<file path="config.mk">
export PLATFORM = sky130hd
export DESIGN_NAME = seven_seg_capture_flat
export DESIGN_NICKNAME = d
export VERILOG_FILES = /design/src/rtl/seven_seg_capture_if.sv /design/src/rtl/seven_seg_capture.sv /design/src/flat_wrapper.sv
export SDC_FILE = /design/constraint.sdc
export NUM_CORES = 1
export LEC_CHECK = 0
export CAP_MARGIN = 10
export CELL_PAD_IN_SITES_DETAIL_PLACEMENT = 1
export CELL_PAD_IN_SITES_GLOBAL_PLACEMENT = 2
export CORE_MARGIN = 1.5
export CORE_UTILIZATION = 35
export CTS_CLUSTER_DIAMETER = 120
export DETAILED_ROUTE_END_ITERATION = 10
export PLACE_DENSITY_LB_ADDON = 0.1
export SLEW_MARGIN = 20
export SYNTH_ARGS = -nofsm -noshare
export SYNTH_HDL_FRONTEND = slang
export SYNTH_SLANG_ARGS = --single-unit
</file>
<file path="constraint.sdc">
create_clock -name CLK -period 1.86 [get_ports CLK]
set_input_delay 0.465 -clock CLK [delete_from_list [all_inputs] [get_ports CLK]]
set_output_delay 0.465 -clock CLK [all_outputs]
set_load 0.02 [all_outputs]
</file>
<file path="src/rtl/seven_seg_capture_if.sv">
// Bus bundle for the seven-segment capture block: raw Pmod lines in, decoded value and status out.
interface seven_seg_capture_if;
    logic [7:0] seg_in;
    logic [7:0] value;
    logic       valid;
    logic       bad_glyph;
    logic       stale;

    // master drives the Pmod bus and observes the capture results
    modport master (output seg_in, input value, valid, bad_glyph, stale);
    modport slave  (input seg_in, output value, valid, bad_glyph, stale);
endinterface

</file>
<file path="src/rtl/seven_seg_capture.sv">
// Receive side of a two-digit multiplexed seven-segment bus: sync, debounce, decode, reassemble.
// Define SEVEN_SEG_CAPTURE_HEX_EN to also decode the A-F glyphs.
module seven_seg_capture #(
    parameter int STABLE_CYCLES  = 16,
    parameter int TIMEOUT_CYCLES = 4096
) (
    input logic CLK,
    input logic RST_N,
    seven_seg_capture_if.slave bus
);
    localparam logic [7:0]  CNT_MAX = 8'(STABLE_CYCLES);
    localparam logic [7:0]  CNT_ACC = 8'(STABLE_CYCLES - 1);
    localparam logic [20:0] TO_MAX  = 21'(TIMEOUT_CYCLES);
    localparam logic [20:0] TO_LAST = 21'(TIMEOUT_CYCLES - 1);

    logic [7:0]  s1, s2, prev;
    logic [7:0]  cnt;
    logic [20:0] tcnt;
    logic [3:0]  msb_slot, lsb_slot;
    logic        msb_seen, lsb_seen, assembled;
    logic [7:0]  value_q;
    logic        valid_q, bad_q, stale_q;

    logic        accept, blank, is_lsb, other_seen, timeout_hit;
    logic [6:0]  seg;
    logic [4:0]  dec;
    logic [7:0]  new_value;

    // returns {decodable, nibble}; segments ordered g..a, active-high
    function automatic logic [4:0] decode(input logic [6:0] s);
        logic [4:0] r;
        r = 5'h00;
        case (s)
            7'h3F: r = {1'b1, 4'h0};
            7'h06: r = {1'b1, 4'h1};
            7'h5B: r = {1'b1, 4'h2};
            7'h4F: r = {1'b1, 4'h3};
            7'h66: r = {1'b1, 4'h4};
            7'h6D: r = {1'b1, 4'h5};
            7'h7D: r = {1'b1, 4'h6};
            7'h07: r = {1'b1, 4'h7};
            7'h7F: r = {1'b1, 4'h8};
            7'h6F: r = {1'b1, 4'h9};
`ifdef SEVEN_SEG_CAPTURE_HEX_EN
            7'h77: r = {1'b1, 4'hA};
            7'h7C: r = {1'b1, 4'hB};
            7'h39: r = {1'b1, 4'hC};
            7'h5E: r = {1'b1, 4'hD};
            7'h79: r = {1'b1, 4'hE};
            7'h71: r = {1'b1, 4'hF};
`endif
            default: r = 5'h00;
        endcase
        return r;
    endfunction

    always_comb begin
        accept      = (s2 == prev) && (cnt == CNT_ACC);
        seg         = ~s2[6:0];
        blank       = (seg == 7'h00);
        dec         = decode(seg);
        is_lsb      = s2[7];
        other_seen  = is_lsb ? msb_seen : lsb_seen;
        new_value   = is_lsb ? {msb_slot, dec[3:0]} : {dec[3:0], lsb_slot};
        // an accept in the terminal-count cycle keeps the capture fresh
        timeout_hit = !accept && (tcnt == TO_LAST);
    end

    always_ff @(posedge CLK or negedge RST_N) begin
        if (!RST_N) begin
            s1        <= '0;
            s2        <= '0;
            prev      <= '0;
            cnt       <= '0;
            tcnt      <= '0;
            msb_slot  <= '0;
            lsb_slot  <= '0;
            msb_seen  <= 1'b0;
            lsb_seen  <= 1'b0;
            assembled <= 1'b0;
            value_q   <= '0;
            valid_q   <= 1'b0;
            bad_q     <= 1'b0;
            stale_q   <= 1'b0;
        end else begin
            s1      <= bus.seg_in;
            s2      <= s1;
            prev    <= s2;
            valid_q <= 1'b0;

            if (s2 != prev)
                cnt <= '0;
            else if (cnt != CNT_MAX)
                cnt <= cnt + 8'd1;

            if (accept) begin
                tcnt    <= '0;
                stale_q <= 1'b0;
            end else if (tcnt != TO_MAX) begin
                tcnt <= tcnt + 21'd1;
            end

            if (timeout_hit) begin
                stale_q   <= 1'b1;
                msb_seen  <= 1'b0;
                lsb_seen  <= 1'b0;
                assembled <= 1'b0;
            end

            if (accept && !blank) begin
                if (dec[4]) begin
                    bad_q <= 1'b0;
                    if (is_lsb) begin
                        lsb_slot <= dec[3:0];
                        lsb_seen <= 1'b1;
                    end else begin
                        msb_slot <= dec[3:0];
                        msb_seen <= 1'b1;
                    end
                    if (other_seen) begin
                        value_q   <= new_value;
                        assembled <= 1'b1;
                        valid_q   <= (new_value != value_q) || !assembled;
                    end
                end else begin
                    bad_q <= 1'b1;
                end
            end
        end
    end

    assign bus.value     = value_q;
    assign bus.valid     = valid_q;
    assign bus.bad_glyph = bad_q;
    assign bus.stale     = stale_q;
endmodule

</file>
<file path="src/flat_wrapper.sv">
// flat-port wrapper written by rule: the top's interface ports become plain ports
module seven_seg_capture_flat 
#(
    parameter int STABLE_CYCLES  = 16,
    parameter int TIMEOUT_CYCLES = 4096
)
  (CLK, RST_N, bus_seg_in, bus_value, bus_valid, bus_bad_glyph, bus_stale);
  seven_seg_capture_if bus_i ();
  input logic CLK;
  input logic RST_N;
  input wire logic [$bits(bus_i.seg_in)-1:0] bus_seg_in;
  output wire logic [$bits(bus_i.value)-1:0] bus_value;
  output wire logic [$bits(bus_i.valid)-1:0] bus_valid;
  output wire logic [$bits(bus_i.bad_glyph)-1:0] bus_bad_glyph;
  output wire logic [$bits(bus_i.stale)-1:0] bus_stale;
  assign bus_i.seg_in = bus_seg_in;
  assign bus_value = bus_i.value;
  assign bus_valid = bus_i.valid;
  assign bus_bad_glyph = bus_i.bad_glyph;
  assign bus_stale = bus_i.stale;
  seven_seg_capture #(.STABLE_CYCLES(STABLE_CYCLES), .TIMEOUT_CYCLES(TIMEOUT_CYCLES)) u_core (.CLK(CLK), .RST_N(RST_N), .bus(bus_i));
endmodule
</file>
; ---- Word-level counts from Yosys, hierarchy flattened
; Cells that the tools add are included.
[word_totals]
out_inout_bits = 11
elab_cells = 74
ff_bits = 75
in_bits = 10
[classes]
n_reduce_logical = 14
add_sub_neg = 2
eq_ne = 17
bitwise_logic = 2
muxes = 25
[ops]
columns = op, count
row1 = 5-bit one-hot mux with 10 select lines, 1
row2 = 7-bit equality test (second input constant), 7
row3 = 21-bit 2-to-1 mux, 2
row4 = 8-bit 2-to-1 mux, 3
row5 = 21-bit by 1-bit adder with 21-bit output (second input constant), 1
row6 = 21-bit by 12-bit equality test with 1-bit output (second input constant), 1
row7 = 21-bit by 13-bit inequality test with 1-bit output (second input constant), 1
row8 = 1-bit 2-to-1 mux, 19
row9 = 8-bit inequality test, 2
row10 = 7-bit by 3-bit equality test with 1-bit output (second input constant), 2
row11 = 3-bit AND reduction, 3
row12 = 8-bit by 1-bit adder with 8-bit output (second input constant), 1
row13 = 8-bit by 4-bit equality test with 1-bit output (second input constant), 1
row14 = 8-bit equality test, 1
row15 = 8-bit by 5-bit inequality test with 1-bit output (second input constant), 1
row16 = 7-bit by 6-bit equality test with 1-bit output (second input constant), 1
row17 = 7-bit zero test, 1
row18 = 7-bit inverter, 1
row19 = 2-bit nonzero test, 3
row20 = 1-bit logical AND, 3
row21 = 1-bit zero test, 3
row22 = 1-bit logical OR, 1
row23 = 1-bit inverter, 1

; ---- Depth between registers and ports, before layout
; Gate-level depths: netlist (run 1).
[logic_depth]
ltp_word = 9
mapped_depth = 9
ltp_nobuf = 8

; ---- Least setup slack after synthesis (run 1)
; No wires, ideal clock.
[synth_timing]
kind = register to register
from = reg u_core.cnt[0]
to = reg u_core.value_q[4], in the netlist u_core.bus.value[4]
synth_period_minus_slack_ns = 1.973
t_arrival_ns = 1.851
path_slack_ns = -0.113
stages_incl_launch_ff = 10
setup_ns = 0.122
t_required_ns = 1.738
n_path_buf = 1
cell_sequence = dfrtp_1 > ha_1 > nand3_1 > or3b_1 > nor3_4 > o31a_4 > nand3_4 > buf_6 > nand2_1 > o21ai_1
[synth_between]
elab_chain_cells = 4
[synth_rtl]
columns = item, line
row1 = "start, declared", seven_seg_capture.sv:17  ; logic [7:0] cnt;
row2 = "start signal, assigned", seven_seg_capture.sv:94  ; cnt <= cnt + 8'd1;
row3 = 8-bit by 4-bit equality test with 1-bit output, seven_seg_capture.sv:58  ; accept = (s2 == prev) && (cnt == CNT_ACC);
row4 = 1-bit logical AND, seven_seg_capture.sv:58
row5 = 1-bit logical AND, seven_seg_capture.sv:110  ; if (accept && !blank) begin
row6 = 3-bit AND reduction (no line), -
row7 = "end signal, assigned", seven_seg_capture.sv:121  ; value_q <= new_value;
row8 = "end, declared", seven_seg_capture.sv:21  ; logic [7:0] value_q;
; Every way passes these cells.
; A chain may end at the register's enable or synchronous reset.

; ---- Worst setup path after layout (run 1)
[layout_timing]
from = reg u_core.cnt[0]
to = reg u_core.value_q[5], in the netlist u_core.bus.value[5]
; Same word-level chain as after synthesis.

==> results.cfg, run 1 <==
[run_status]
outcome = finished, violations left
violations = negative setup slack

[clocking]
insertion_delay_ns = 0.38
cts_buffer_depth = 2
ctsHoldBuffers = 0
root_buffer = clkbuf_8
numCtsBuffers = 9
cts.clk_slew.worst_paths_ns = 0.08
htreeDepth = 3
cts.sinks = 75
cts_tree = yes

[critical_path]
worst_setup_path_start_kind = flop
cpPeakStageDelay_ns = 0.41
worst_path_max_delay_cell = or3b_4
cp_max_fo = 8
cp_data_arrival_time_ns = 2.29
reg2regPathDepth = 7
worstSetupPathType = reg -> reg
r2r-start = u_core.cnt[0]$_DFFE_PN0P_
crit_chain = ha_4 -> nand3_4 -> or3b_4 -> nor3_4 -> o31a_4 -> nand3_4 -> o21ai_2
path_depth = 7
critPathBufInv = 0
critPathMostFrequentCell = nand3_4
crit_start = u_core.cnt[0]$_DFFE_PN0P_
end_kind = flop
required_ns = 2.16
cp_top_family = simple AND/OR/NAND/NOR gates

[power_and_ir_drop]
p_int_mw = 2.606
netSwitchingFraction = 0.2338
p_clk_frac = 0.430
p_sw_mw = 0.7951
power.density_nw_per_um2 = 658.6
p_leak_nw = 2.315
pwr-share-seq = 0.494
peakVddDrop_uv = 586.2
combPwrFrac = 0.075

[finish]
multiInputGateArea_sq_um = 1907
layout_common_cells = 82 x buf_4, 70 x dfrtp_1, 43 x nor2_1
diodes = 0
fin_area_sq_um = 5165
final-seq-area_sq_um = 1883
drive_gt1_frac = 0.3617
fin_cells = 614
post-route-util = 0.5212
syn2layout_area_growth_pct = 42.84
layout_commonest_cell = buf_4
fillCellCount = 1140
fin_nets = 490

[sta]
hold_violations = 0
tightestPinTransition_ns = 0.4823
setup_violations = 21
max_freq_mhz = 502.5
period_share = 1.070
rsz0062_at_grt = true
slew_viol_final = 0
hold_slack_ns = 0.03855
slew_headroom = 0.6785
fin_ws_ns = -0.1301
fin_crit_ns = 1.990
fin_worst_skew_ns = 0.01240

[logic_synthesis]
synth_edf_count = 0
avgSynthCellArea_sq_um = 9.961
ys_types = 49
synth_nets = 377
syn_area_sq_um = 3616
async_reset_ff_frac = 1.000
ys_ff_latch = 75
synth_ff_type = dfrtp_1
netlist_instances = 363
synth-seq-area-share = 0.5190
yosys_warnings = 0

[drt]
viasPerCell = 4.979
via_count = 3057
drc = 0
antenna_left = 0
dr.pass1.iters = 4
drt_iter0_drc = 100
wire_per_inst_microns = 16.79
drt-total-wl_microns = 10310

[grt]
met2_usage = 0.3200
grt_pass1_vias = 3333
antenna_found_initial = 0
grt_util_met3 = 0.04928
grt_use_total = 0.2021
grt_busiest_layer = met2
grt_pass1_wl_microns = 17270
use_met1 = 0.2721
grt_max_degree = 35
overflow = 0

[placed_design]
dp_hpwl_microns = 6423
globalplace.congestion = 0.7527
placed_area_sq_um = 4425
io_buffers = 20
dp_cells = 565

[worst_hold_path]
min_path_type = in -> async

[run]
drv_cap = 0

[die]
num_rows = 36
dieHeight_microns = 104.6
die_area_sq_um = 10950
start_util = 0.3649
die_w_microns = 104.6
ios = 21
core-area_sq_um = 9910
==> path summary, 6_finish.rpt <==
check / slack, ns / to
max: -0.13 / u_core.bus.value[5]$_DFFE_PN0P_
min: 0.04 / u_core.s2[1]$_DFF_PN0_
max reg2reg: -0.13 / u_core.bus.value[5]$_DFFE_PN0P_
min reg2reg: 0.35 / u_core.s2[4]$_DFF_PN0_
max in group asynchronous: 1.27 / u_core.assembled$_DFF_PN0_
min in group CLK: 0.35 / u_core.s2[4]$_DFF_PN0_
==> power groups by stage <==
stage	clock (mW)	sequential (mW)	combinational, mW
after global routing	1.57	1.69	0.279
after CTS	1.51	1.68	0.244
after floorplan	0	1.70	0.0923
after detailed placement	0	1.71	0.210
after global placement	0	1.71	0.207
final	1.46	1.68	0.256
==> repair_timing <==
action,4_1_cts,5_1_grt
pin swaps,26,16
gates cloned,5,0
gates resized for setup,48,33
endpoints found under the setup margin,29,48
setup buffers,22,10
endpoints found under the hold margin,0,0
==> synthesized netlist by cell type (2+ instances only) <==
cell type	instances	area [sq um]
a21oi_1	13	65.06
a221oi_1	2	17.52
and3_1	11	68.82
buf_2	3	15.01
buf_6	2	22.52
clkbuf_1	9	33.78
dfrtp_1	75	1877
ha_1	4	50.05
inv_1	8	30.03
mux2_2	4	45.04
mux2i_1	4	40.04
nand2_1	42	157.7
nand2b_1	2	12.51
nand3_1	13	65.06
nand3b_1	3	22.52
nand3b_2	2	22.52
nand4_1	9	56.30
nor2_1	45	168.9
nor3_1	7	35.03
nor4_1	5	31.28
nor4b_1	3	26.28
o211ai_1	3	22.52
o21ai_0	19	95.09
o21ai_1	7	35.03
o31ai_1	2	15.01
or2_2	2	12.51
or3_1	2	12.51
xnor2_1	25	219.0
xor2_1	17	148.9
==> stage by stage <==
step	setup slack [ns]	TNS (ns)	power, mW
2_1_floorplan	-0.08094	-0.7751	1.792
3_3_place_gp	-0.1685	-1.283	1.916
3_5_place_dp	-0.2081	-2.422	1.921
4_1_cts	-0.08306	-0.9629	3.436
5_1_grt	-0.2312	-4.103	3.530
6_report	-0.1301	-1.853	3.401
==> state kept, by name, summed over array words and instances (netlist names) <==
name                  flops
u_core.tcnt              21
u_core.bus.stale          1
u_core.lsb_slot           4
u_core.assembled          1
u_core.s2                 8
u_core.cnt                8
u_core.bus.value          8
u_core.prev               8
u_core.msb_slot           4
u_core.bus.bad_glyph      1
u_core.lsb_seen           1
u_core.msb_seen           1
u_core.s1                 8
u_core.bus.valid          1
==> cell families after synthesis <==
| kind of cell | after synthesis | share of synthesized area |
|---|---|---|
| and+or+nand+nor | 155 | 0.2190 |
| DFF | 75 | 0.5190 |
| AOI/OAI and AO/OA | 55 | 0.09170 |
| xor gates and xnor gates | 42 | 0.1017 |
| buffers and inverters | 24 | 0.03114 |
| muxes | 8 | 0.02353 |
| adders and majority gates | 4 | 0.01384 |
==> layer usage <==
layer / up-vias / part of all wire
met1: 1531 / 0.48
met4: 0 / 0.013
li1: 1480 / -
met5: - / 0
met2: 35 / 0.48
met3: 11 / 0.031
==> final cells by class <==
type | instances | area share
multi-input cells | 269 | 0.3692
flip-flops and latches | 75 | 0.3646
repair buffers | 113 | 0.1841
well taps | 133 | 0.03222
clock buffers | 12 | 0.03004
clock inverters | 4 | 0.01405
inverters | 8 | 0.005814
Power figures use the tool's default switching activity.
==> run 2: changes to the inputs <==
clock period = 1.8 ns   (was 1.86 ns; I/O delays follow)
==> results.cfg, run 2 (synthesized netlist as in run 1, its figures left out) <==
[run_status]
outcome = finished, violations left
violations = negative setup slack

[placed_design]
dp_slack_ns = -0.2035
dp_cells = 562
globalplace.congestion = 0.8354
io_buffers = 20
dp_hpwl_microns = 6343
placed_area_sq_um = 4413

[drt]
wl_met2_microns = 4581
wire_per_inst_microns = 16.25
dr.pass1.iters = 4
via_count = 2978
wl_met1_microns = 4780
wl_met3_microns = 192
drt_iter0_drc = 76
antenna_left = 0
drt-total-wl_microns = 9687
viasPerCell = 4.997
routed.top_layer = met4
drc = 0

[clocking]
htreeDepth = 3
insertion_delay_ns = 0.35
root_buffer = clkbuf_8
cts.clk_slew.worst_paths_ns = 0.09
cts.sinks = 75
cts_tree = yes
numCtsBuffers = 9
cts_buffer_depth = 2

[power_and_ir_drop]
power.density_nw_per_um2 = 693.9
total_power_mw = 3.443
peakVddDrop_uv = 366.0
p_leak_nw = 2.250

[sta]
slew_headroom = 0.7118
max_freq_mhz = 504.4
period_share = 1.101
fin_crit_ns = 1.983
tns_ns = -3.257
fin_worst_skew_ns = 0.01376
slew_viol_final = 0
tightestPinTransition_ns = 0.4323
rsz0062_at_grt = true
hold_violations = 0
fin_ws_ns = -0.1826
hold_slack_ns = 0.02931
setup_violations = 21

[grt]
antenna_found_initial = 0
grt_max_degree = 33
grt_use_total = 0.1876
grt_pass1_vias = 3122
grt_pass1_wl_microns = 16150
overflow = 0

[die]
ios = 21
start_util = 0.3649
dieHeight_microns = 104.6
die_area_sq_um = 10950
num_rows = 36
die_w_microns = 104.6
core-area_sq_um = 9910

[worst_hold_path]
min_path_type = in -> async

[finish]
fin_area_sq_um = 4962
largest_reg_flops = 21
top_register = u_core.tcnt
post-route-util = 0.5008
diodes = 0
drive_gt1_frac = 0.2894
fin_cells = 596
fin_nets = 472
layout_common_cells = 72 x dfrtp_1, 65 x buf_4, 43 x nor2_1
layout_commonest_cell = dfrtp_1
syn2layout_area_growth_pct = 37.23

[critical_path]
cp_max_fo = 9
required_ns = 2.09
worst_setup_path_start_kind = flop
cp_data_arrival_time_ns = 2.27
end_kind = flop
worstSetupPathType = reg -> reg

[run]
drv_cap = 0
-- run 2: cell count changes in the layout (fill, tap and decap cells not counted), sizes merged --
cell / delta
buf: -21
clkbuf: +1
clkinv: +1
clkinvlp: +1
-- run 2: critical path, cell delays in order, from the launching register on --
cell      delay [ns]
dfrtp_2         0.46
clkbuf_2        0.16
buf_4           0.14
nor3_1          0.13
o31ai_1         0.11
a221oi_1        0.26
a21o_2          0.16
buf_12          0.15
nand3_2         0.14
buf_4           0.17
nand2_1         0.05
-- run 2: area by class of cell --
cell class / instances / area [sq um]
tap: 133 / 166.4
clock buffer: 10 / 137.6
clock inverter: 6 / 88.84
sequential: 75 / 1881
fill: 1132 / 4947
inverter: 8 / 30.03
timing repair buffer: 95 / 847.1
multi-input combinational: 269 / 1812
-- run 2: path summary, 6_finish.rpt --
check                                             from                          to  slack, ns  cells after the start
worst max-delay path            u_core.s2[3]$_DFF_PN0_   u_core.lsb_seen$_DFF_PN0_      -0.18                     10
worst min-delay path                             RST_N  u_core.bus.valid$_DFF_PN0_       0.03                      1
worst max register to register  u_core.s2[3]$_DFF_PN0_   u_core.lsb_seen$_DFF_PN0_      -0.18                     10
worst min register to register  u_core.s1[7]$_DFF_PN0_      u_core.s2[7]$_DFF_PN0_       0.35                      0
max in group asynchronous                        RST_N   u_core.cnt[5]$_DFFE_PN0P_       1.15                      2
min in group CLK                u_core.s1[7]$_DFF_PN0_      u_core.s2[7]$_DFF_PN0_       0.35                      0
-- run 2: repair_timing --
action,4_1_cts,5_1_grt
buffers inserted,8,5
pin swaps,22,2
gates cloned,5,2
gates resized for setup,37,11
hold buffers,0,0
endpoints found under the setup margin,30,44
-- run 2: where the power goes --
part | internal (mW) | leakage (nW) | switching (mW)
clock | 0.818 | 0.108 | 0.640
sequential | 1.71 | 0.975 | 0.0215
combinational | 0.119 | 1.17 | 0.133
-- run 2: layer usage --
| layer | track usage | vias to the layer above |
|---|---|---|
| li1 | - | 1453 |
| met1 | 0.2626 | 1482 |
| met2 | 0.2998 | 30 |
| met3 | 0.02682 | 13 |
| met4 | 0.06067 | 0 |
| met5 | 0 | - |
==> run 3: changes to the inputs <==
CTS_CLUSTER_DIAMETER = 30   (was 120)
RECOVER_POWER = 100   (was unset)
TNS_END_PERCENT = 5   (was unset)
==> results.cfg, run 3 (synthesized netlist as in run 1, its figures left out) <==
[grt]
grt_max_degree = 32
antenna_found_initial = 0
overflow = 0
grt_use_total = 0.1802
grt_pass1_wl_microns = 15620
grt_pass1_vias = 3136

[die]
ios = 21
start_util = 0.3649
core-area_sq_um = 9910
die_w_microns = 104.6
die_area_sq_um = 10950
num_rows = 36
dieHeight_microns = 104.6

[worst_hold_path]
min_path_type = reg -> reg

[drt]
drt_iter0_drc = 45
drt-total-wl_microns = 9046
viasPerCell = 4.894
via_count = 2907
wire_per_inst_microns = 15.23
drc = 0
dr.pass1.iters = 4
antenna_left = 0

[run]
drv_cap = 0

[run_status]
violations = negative setup slack
outcome = finished, violations left

[finish]
top_register = u_core.tcnt
fillCellCount = 1168
layout_common_cells = 73 x dfrtp_1, 72 x buf_4, 44 x nor2_1
syn2layout_area_growth_pct = 32.18
fin_nets = 471
diodes = 0
layout_commonest_cell = dfrtp_1
largest_reg_flops = 21
drive_gt1_frac = 0.2625

[sta]
tns_ns = -3.887
tightestPinTransition_ns = 0.5816
period_share = 1.121
rsz0062_at_grt = true
hold_violations = 0
slew_headroom = 0.6123
fin_worst_skew_ns = 0.01451
max_freq_mhz = 495.6
setup_violations = 21
slew_viol_final = 0
fin_ws_ns = -0.2178
fin_crit_ns = 2.018

[clocking]
numCtsBuffers = 9
insertion_delay_ns = 0.35
cts.clk_slew.worst_paths_ns = 0.08
cts_buffer_depth = 2
cts_tree = yes
htreeDepth = 3
root_buffer = clkbuf_8
cts.sinks = 75

[power_and_ir_drop]
peakVddDrop_uv = 383.3
total_power_mw = 3.304
power.density_nw_per_um2 = 691.4
p_leak_nw = 2.172

[critical_path]
worstSetupPathType = reg -> reg
critPathBufInv = 0
cp_max_fo = 9
cp_data_arrival_time_ns = 2.25
required_ns = 2.03
worst_setup_path_start_kind = flop
end_kind = flop
cp_top_family = simple AND/OR/NAND/NOR gates
cpPeakStageDelay_ns = 0.40
crit_chain = ha_2 -> nand3_2 -> or3b_4 -> nor3_4 -> o31a_4 -> nand3_4 -> nand2_1 -> o21ai_0
worst_path_max_delay_cell = or3b_4

[placed_design]
dp_hpwl_microns = 6293
io_buffers = 20
globalplace.congestion = 0.7505
dp_slack_ns = -0.2254
[run 3: area by class of cell]
class / instances / area, sq um / share of cell area
Timing Repair Buffer: 97 / 780.7 / 0.1634
Tap cell: 133 / 166.4 / 0.03482
Multi-Input combinational cell: 266 / 1722 / 0.3602
Clock buffer: 11 / 151.4 / 0.03168
Clock inverter: 4 / 50.05 / 0.01047
Sequential cell: 75 / 1879 / 0.3932
Inverter: 8 / 30.03 / 0.006283
[run 3: power breakdown]
part           internal [mW]  total [mW]  leakage (nW)  switching [mW]
Sequential              1.71        1.74         0.976          0.0255
Combinational          0.103       0.215          1.10           0.112
Clock                  0.707        1.35        0.0974           0.646
Total                   2.52        3.30          2.17           0.783
[run 3: path summary, 6_finish.rpt]
kind	startpoint	to	slack, ns	cells past startpoint
max in group asynchronous	RST_N	u_core.s2[3]$_DFF_PN0_	0.24	3
max	u_core.cnt[1]$_DFFE_PN0P_	u_core.lsb_slot[3]$_DFFE_PN0P_	-0.22	8
min reg2reg	u_core.s1[1]$_DFF_PN0_	u_core.s2[1]$_DFF_PN0_	0.35	0
max reg2reg	u_core.cnt[1]$_DFFE_PN0P_	u_core.lsb_slot[3]$_DFFE_PN0P_	-0.22	8
min in group asynchronous	RST_N	u_core.bus.value[0]$_DFFE_PN0P_	0.62	2
min	u_core.s1[1]$_DFF_PN0_	u_core.s2[1]$_DFF_PN0_	0.35	0
[run 3: what timing repair did]
action	in CTS	in global routing
gates resized for setup	23	14
hold buffers	1	0
endpoints found under the hold margin	7	0
setup endpoints to repair	33	51
pin swaps	2	8
setup buffers	2	3
gates cloned	1	1
[run 3: metal layers]
metal,vias to the layer above,GRT usage,wire length [microns]
met1,1427,0.2488,4341
met5,-,0,0
met2,26,0.2862,4400
met4,0,0.05969,131
met3,14,0.03244,172
li1,1440,-,-
[run 3: stage by stage]
stage	std cells	utilization	instance area, sq um	hold WS, ns
floorplan	363	-	3616	0.1544
global placement	571	0.4509	4468	0.3318
detailed placement	571	0.4509	4468	0.3363
CTS	590	0.4797	4753	0.3539
global route	594	0.4823	4780	0.3670
finish	594	0.4823	4780	0.3514
